<file path="src/rtl/fir_adder_tree_if.sv">
`default_nettype none
// ============================================================================
// Module   : fir_adder_tree_if
// Purpose  : Sample-vector bus between the FIR tap multipliers and the adder tree.
// Revision : 1.0 - initial release
// ============================================================================
interface fir_adder_tree_if #(
    parameter int N      = 8,
    parameter int NUM_IN = 4
);
    localparam int c_out_w = N + $clog2(NUM_IN);

    logic                      en;
    logic                      in_valid;
    logic [NUM_IN*N-1:0]       din;
    logic                      out_valid;
    logic signed [c_out_w-1:0] res;
    logic                      sat;

    modport master (output en, in_valid, din, input out_valid, res, sat);
    modport slave  (input en, in_valid, din, output out_valid, res, sat);
endinterface
`default_nettype wire

</file>
<file path="src/rtl/fir_adder_tree.sv">
`default_nettype none
// ============================================================================
// Module   : fir_adder_tree
// Purpose  : Pipelined signed multi-operand adder tree with valid/stall tracking.
//            Optional output clamping enabled by macro FIR_ADDER_TREE_SAT_EN.
// Revision : 1.0 - initial release
// ============================================================================
module fir_adder_tree #(
    parameter int N      = 8,
    parameter int NUM_IN = 4,
    parameter int PIPE   = 1
) (
    input  logic             clk,
    input  logic             rst,
    fir_adder_tree_if.slave  bus
);
    localparam int c_lvl    = $clog2(NUM_IN);
    localparam int c_out_w  = N + c_lvl;
    localparam int c_nodes  = 2 * NUM_IN - 1;
    localparam int c_root   = 2 * NUM_IN - 2;
    localparam int c_stages = (PIPE != 0) ? c_lvl : 1;

    // Heap-ordered tree: leaves 0..NUM_IN-1, level k starts at 2*(NUM_IN - NUM_IN>>k).
    logic signed [c_out_w-1:0] w_node [c_nodes];
    logic [c_stages:0]         w_vchain;
    logic [c_stages-1:0]       r_vld;

    logic signed [c_out_w-1:0] r_res;
    logic                      r_sat;
    logic signed [c_out_w-1:0] w_final;
    logic                      w_sat;

    assign w_vchain = {r_vld, bus.in_valid};

    for (genvar i = 0; i < NUM_IN; i++) begin : g_leaf
        assign w_node[i] = {{c_lvl{bus.din[i*N+N-1]}}, bus.din[i*N +: N]};
    end

    for (genvar k = 1; k <= c_lvl; k++) begin : g_lvl
        for (genvar m = 0; m < (NUM_IN >> k); m++) begin : g_node
            localparam int c_j = 2 * (NUM_IN - (NUM_IN >> k)) + m;
            localparam int c_a = 2 * (NUM_IN - (NUM_IN >> (k - 1))) + 2 * m;
            logic signed [c_out_w-1:0] w_sum;

            assign w_sum = w_node[c_a] + w_node[c_a + 1];

            if ((PIPE != 0) && (c_j != c_root)) begin : g_reg
                logic signed [c_out_w-1:0] r_q;
                always_ff @(posedge clk) begin
                    if (!rst)
                        r_q <= '0;
                    else if (bus.en && w_vchain[k-1])
                        r_q <= w_sum;
                end
                assign w_node[c_j] = r_q;
            end else begin : g_comb
                // The root is always captured by the shared output stage below.
                assign w_node[c_j] = w_sum;
            end
        end
    end

    always_ff @(posedge clk) begin
        if (!rst)
            r_vld <= '0;
        else if (bus.en)
            r_vld <= w_vchain[c_stages-1:0];
    end

`ifdef FIR_ADDER_TREE_SAT_EN
    localparam logic signed [c_out_w-1:0] c_max = c_out_w'((longint'(1) << (N - 1)) - 1);
    localparam logic signed [c_out_w-1:0] c_min = ~c_max;

    always_comb begin
        w_final = w_node[c_root];
        w_sat   = 1'b0;
        if (w_node[c_root] > c_max) begin
            w_final = c_max;
            w_sat   = 1'b1;
        end else if (w_node[c_root] < c_min) begin
            w_final = c_min;
            w_sat   = 1'b1;
        end
    end
`else
    assign w_final = w_node[c_root];
    assign w_sat   = 1'b0;
`endif

    always_ff @(posedge clk) begin
        if (!rst) begin
            r_res <= '0;
            r_sat <= 1'b0;
        end else if (bus.en && w_vchain[c_stages-1]) begin
            r_res <= w_final;
            r_sat <= w_sat;
        end
    end

    assign bus.res       = r_res;
    assign bus.sat       = r_sat;
    assign bus.out_valid = w_vchain[c_stages];

endmodule
`default_nettype wire

</file>
<file path="src/flat_wrapper.sv">
// flat-port wrapper written by rule: the top's interface ports become plain ports
module fir_adder_tree_flat 
#(
    parameter int N      = 8,
    parameter int NUM_IN = 4,
    parameter int PIPE   = 1
)
  (clk, rst, bus_en, bus_in_valid, bus_din, bus_out_valid, bus_res, bus_sat);
  fir_adder_tree_if #(.N(N), .NUM_IN(NUM_IN)) bus_i ();
  input  logic clk;
  input  logic rst;
  input wire logic [$bits(bus_i.en)-1:0] bus_en;
  input wire logic [$bits(bus_i.in_valid)-1:0] bus_in_valid;
  input wire logic [$bits(bus_i.din)-1:0] bus_din;
  output wire logic [$bits(bus_i.out_valid)-1:0] bus_out_valid;
  output wire logic [$bits(bus_i.res)-1:0] bus_res;
  output wire logic [$bits(bus_i.sat)-1:0] bus_sat;
  assign bus_i.en = bus_en;
  assign bus_i.in_valid = bus_in_valid;
  assign bus_i.din = bus_din;
  assign bus_out_valid = bus_i.out_valid;
  assign bus_res = bus_i.res;
  assign bus_sat = bus_i.sat;
  fir_adder_tree #(.N(N), .NUM_IN(NUM_IN), .PIPE(PIPE)) u_core (.clk(clk), .rst(rst), .bus(bus_i));
endmodule
</file>
<file path="config.mk">
export PLATFORM = sky130hd
export DESIGN_NAME = fir_adder_tree_flat
export DESIGN_NICKNAME = d
export VERILOG_FILES = /design/src/rtl/fir_adder_tree_if.sv /design/src/rtl/fir_adder_tree.sv /design/src/flat_wrapper.sv
export SDC_FILE = /design/constraint.sdc
export NUM_CORES = 1
export LEC_CHECK = 0
export ABC_AREA = 1
export CAP_MARGIN = 20
export CORE_ASPECT_RATIO = 0.75
export CORE_MARGIN = 10
export CORE_UTILIZATION = 47
export CTS_CLUSTER_DIAMETER = 50
export DETAILED_ROUTE_END_ITERATION = 6
export PLACE_DENSITY = 0.77
export SYNTH_ARGS = -nofsm -noshare
export SYNTH_HDL_FRONTEND = slang
export SYNTH_SLANG_ARGS = --single-unit
</file>
<file path="constraint.sdc">
create_clock -name clk -period 1.8 [get_ports clk]
set_clock_uncertainty 0.05 [all_clocks]
set_input_delay 0.45 -clock clk [delete_from_list [all_inputs] [get_ports clk]]
set_output_delay 0.45 -clock clk [all_outputs]
set_load 0.01 [all_outputs]
</file>
# ---- Yosys cells after proc, flatten, opt, wreduce, memory -nomap -nowiden
# Index checks and enable logic that the tools add are counted.
dict set report word_totals {
  romBits 0
  in_bits 36
  latchBits 0
  out_inout_bits 12
  elab_cells 9
  ram_bits 0
  reg_bits 32
  mem_count 0
}
dict set report classes {
  n_reduce_logical 2
  n_shift 0
  div 0
  eq_ne 0
  bitwise 0
  n_mul 0
  magnitude_cmp 0
  muxes 0
  add_sub_neg 3
}
# cell count
set ops {}
lappend ops {{$add A8 B8 Y9} 2}
lappend ops {{$add A10 B10 Y10} 1}
lappend ops {{$logic_and A1 B1 Y1} 2}

# ---- Depth between registers and ports, before layout
dict set report depth {
  ltp_word 1
  mapped_depth 11
  ltp_nobuf 11
}

# ---- Worst setup path before layout
# Ideal clock, no wire load.
dict set report synth_timing {
  path_kind {input -> register}
  start {in bus_din[0]}
  end {reg u_core.g_lvl[1].g_node[0].g_reg.r_q[6]}
  arrival_ps 1548
  setup_ps 109
  stages 10
  path_slack_ps 93
  required_ps 1641
  path_cell_list {ha_1 > fa_1 > nand3_1 > nand3_2 > nand2_1 > nand3_1 > nand2_1 > nand3_1 > nand2_1 > inv_1}
}
dict set report synth_between {
  elab_chain_cells 1
}
# element line
set synth_lines {}
lappend synth_lines {{from (decl)} flat_wrapper.sv:14} ;# input wire logic [$bits(bus_i.din)-1:0] bus_din;
lappend synth_lines {{$add A8 B8 Y9} fir_adder_tree.sv:45} ;# assign w_sum = w_node[c_a] + w_node[c_a + 1];
lappend synth_lines {{to (signal assigned)} fir_adder_tree.sv:53} ;# r_q <= w_sum;
lappend synth_lines {{to (decl)} fir_adder_tree.sv:48} ;# logic signed [c_out_w-1:0] r_q;
# No other way between the ends.
# A chain may end at the register's enable or synchronous reset.

# ---- Final worst setup path
dict set report layout_timing {
  start {in bus_din[25]}
  end {reg u_core.g_lvl[1].g_node[1].g_reg.r_q[8]}
}
dict set report layout_between {
  elab_chain_cells 1
}
# element line
set layout_lines {}
lappend layout_lines {{$add A8 B8 Y9} fir_adder_tree.sv:45}
lappend layout_lines {{to (signal assigned)} fir_adder_tree.sv:53}
lappend layout_lines {{to (decl)} fir_adder_tree.sv:48}
# No other way between the ends.

==> key figures <==
Outcome
  – Outcome: completed

Worst setup path
  – CP endpoint kind: register
  – Critical R2R Capture: u_core.bus.res[8]
  – Startpoint types: primary input
  – Worst-path cell chain: clkdlybuf4s50_1 -> fa_2 -> nand3_2 -> nand3_2 -> nand2_2 -> nand2_1 -> nand2_1 -> nand2_1 -> nand2_1 -> a21oi_2
  – CP peak stage delay: about 0.45 ns
  – CP max-delay cell: clkdlybuf4s50_1
  – WP buf/inv: 1
  – Crit path top cell by count: nand2_1
  – Arrival time at the worst endpoint: ~1.8 ns
  – Reg2reg start: u_core.g_lvl[1].g_node[1].g_reg.r_q[0]
  – Cells on worst reg2reg path: 9
  – CP delay by family, top: simple AND/OR/NAND/NOR gates
  – Max FO, Critical Path: 3
  – Worst Path Required: 1.90 ns
  – Setup CP Type: primary input to register
  – Reg2Reg Setup Slack: roughly 0.15 ns
  – Crit path depth: 10

Synth
  – Yosys warns: 0
  – Largest area contributor in the netlist: dfxtp_1
  – Post-synthesis area per instance: around 6.5 µm²
  – Compound-gate portion of the synthesized area: 9.967%
  – Cells after Synth: about 350
  – Number of synthesized register bits: 30
  – Netlist Area Pre-Place: between 2000 and 2500 µm²
  – Post-synthesis adder-cell area fraction: between 10% and 20%
  – Post-synthesis mux area share: 0%
  – Largest family of logic cells by synthesized area: simple AND/OR/NAND/NOR gates
  – XOR/XNOR share of the synthesized area: roughly 2.7%
  – Post-Synth Simple-Gate Area: 32.37%
  – Seq/Total Area, Yosys: 26.29%
  – Syn_nets: roughly 410
  – Synth area leaders: dfxtp_1, nand2_1, ha_1
  – Distinct cell type count after synthesis: 29
  – Post-synth top area share: a little over a quarter

Worst hold path
  – WHS Endpoint: u_core.r_vld[1]
  – Worst min-delay path class: register to register
  – WHS Path Cells: 2
  – Hold Path Origin: u_core.r_vld[1]

Clock network
  – Num CTS Buffers: 5
  – # clock sinks: 30
  – CTS tree: yes
  – Maximum level of the CTS H-tree: 2
  – Clk slew on worst S/H paths: 0.07 ns
  – CTS Hold Bufs: 0
  – CTS root buf: clkbuf_8
  – Clock tree buffer depth: 2
  – Worst-Skew Late Latency: 0.28 ns

Global routing
  – Antenna violations before repair: 0
  – First-pass GRT wire length: between 9 and 10 mm
  – Pin count of the biggest net entering global routing: 27
  – Global Route Usage Sum: ~14%
  – Overflow after GRT: 0
  – Vias in the first global route: around 2300

Power and ir drop
  – Part of the power in registers: a little over a third
  – PD cells: 642.5 nW/µm²
  – Internal Power: 1.426 mW
  – Net Sw Frac: between 20% and 30%
  – Total power: 2.024 mW
  – Worst IR drop on VDD: around 0.46 mV
  – Leakage: between 1.5 and 2 nW
  – Clk network pwr share: between 30% and 40%
  – Comb power frac: 31.2%
  – Switching power: approximately 600 µW

Placed design
  – Detail Placement HPWL: approximately 4.3 mm
  – Post-DP Area: 2904 µm²
  – Gp weighted congestion: ~0.86
  – Number of I/O port buffers: 46
  – Placed Cells incl. Taps: between 400 and 500

Route
  – Detailed-route DRC error count: 0
  – Vias: roughly 2300
  – First-pass iteration count of the detailed router: 4
  – Number of DRC markers in iteration 0: between 70 and 80
  – Total Wirelength: 5.359 mm
  – Wire length per cell: around 11 µm
  – Post-DR vias/cell: ~4.8
  – Antenna Violating Nets Remaining: 0

Finish
  – Commonest non-fill, non-tap cell in the layout: nand2_1
  – Final instance area: between 3000 and 4000 µm²
  – Layout area overhead: 37.90%
  – Final cell count without fillers: 474
  – Most frequent cells in the layout: nand2_1, nor2_1, inv_1
  – Layout Utilization: 68.91%
  – Fin nets: 480
  – N_diodes: 0
  – Share of cells above drive strength 1: 15.59%

Floorplanning
  – DIE WIDTH: about 100 µm
  – Initial core utilization: 49.97%
  – Die area: roughly 8100 µm²
  – I/O Pins: 48
  – FP Rows: 21
  – Core Region: between 4000 and 5000 µm²
  – Die height: 80.38 µm

STA
  – Final setup violation count: 0
  – Period minus WS final: ~1.7 ns
  – Worst-Margin Slew: 0.6607 ns
  – Final hold vios: 0
  – Fin crit share: between 90% and 100%
  – Final Max Tran Viols: 0
  – Rel. slew slack: a little under three fifths
  – FMAX: about 590 MHz
  – Setup TNS Final: 0 ns
  – RSZ-0062 raised after global routing: true

Flow run
  – Max-cap violations: 0
==> synthesized netlist by cell type <==
cell and count:
a21oi_1 19, a21oi_2 3, buf_2 1, buf_4 3, buf_6 1, clkbuf_1 1, clkbuf_8 2, conb_1 1
dfxtp_1 30, fa_1 3, ha_1 25, inv_1 47, inv_2 7, inv_4 1, nand2_1 90, nand2_2 2
nand3_1 31, nand3_2 2, nand4_1 2, nor2_1 49, nor3_1 1, o21a_1 2, o21ai_0 9, o21ai_1 6
o21ai_2 1, o21bai_1 1, or2_0 2, xnor2_1 2, xor2_1 5
==> power by group through the flow <==
stage	Sequential [mW]	Combinational (mW)	Clock [mW]
6_report	0.727	0.633	0.664
5_1_grt	0.733	0.721	0.707
2_1_floorplan	0.743	0.361	0
3_5_place_dp	0.743	0.587	0
3_3_place_gp	0.742	0.574	0
4_1_cts	0.728	0.597	0.672
==> flip-flops by register name, indices dropped and copies added, names as in the netlist <==
signal and cells:
u_core.g_lvl.g_node.g_reg.r_q 18, u_core.bus.res 10, u_core.r_vld 2
==> metal layers <==
layer	track usage, %	routed length [µm]	part of all wire (%)
met5	0	0	0
met4	4.085	74	1.4
met3	5.133	380	7.1
met2	22.95	2314	43
met1	16.04	2591	48
==> per-stage QoR <==
step           hold slack, ns  setup WS (ns)
3_3_place_gp           0.3985        -0.4043
2_1_floorplan          0.3991        0.09306
4_1_cts                0.4154        0.01487
3_5_place_dp           0.4041        -0.4763
5_1_grt                0.4496      -0.008639
6_report               0.4159        0.09636
==> worst max path at each step <==
stage	from	end	slack, ns
2_1_floorplan	bus_din[0]	u_core.g_lvl[1].g_node[0].g_reg.r_q[6]	0.09
3_3_place_gp	bus_din[0]	u_core.g_lvl[1].g_node[0].g_reg.r_q[8]	-0.40
3_5_place_dp	bus_din[16]	u_core.g_lvl[1].g_node[1].g_reg.r_q[8]	-0.48
4_1_cts	bus_din[17]	u_core.g_lvl[1].g_node[1].g_reg.r_q[8]	0.01
5_1_grt	bus_din[6]	u_core.g_lvl[1].g_node[0].g_reg.r_q[8]	-0.009
6_report	bus_din[25]	u_core.g_lvl[1].g_node[1].g_reg.r_q[8]	0.1
==> area by class of cell <==
cell class	instances	area, µm²
clock inverters	3	40.04
well taps	57	71.32
clock buffers	5	68.82
fillers	424	1421
repair buffers	68	628.1
flip-flops and latches	30	600.6
multi-input cells	256	1533
inverters	55	209.0
==> worst reg2reg max path: stages, from the launching register on <==
cell     delay [ns]
dfxtp_1        0.33
ha_1           0.16
inv_1          0.06
fa_2           0.36
o21ai_2        0.19
nand2_1        0.11
nand3_1        0.09
nand3_1        0.09
nand2_1        0.07
inv_1          0.03
==> logic make-up after synthesis <==
family	count (synthesis)
AO/OA/AOI/OAI	41
XOR/XNOR	7
adder cells (fa/ha/maj)	28
buffers and inverters	63
flip-flops	30
other	1
AND/OR/NAND/NOR	179
==> what timing repair did <==
item                                    4_1_cts  5_1_grt
endpoints found under the setup margin        6       13
setup buffers                                 1        0
endpoints found under the hold margin         0        0
gates resized for setup                      11       16
pin swaps                                     8        3
Note: power is estimated with default switching activity, not from simulation.
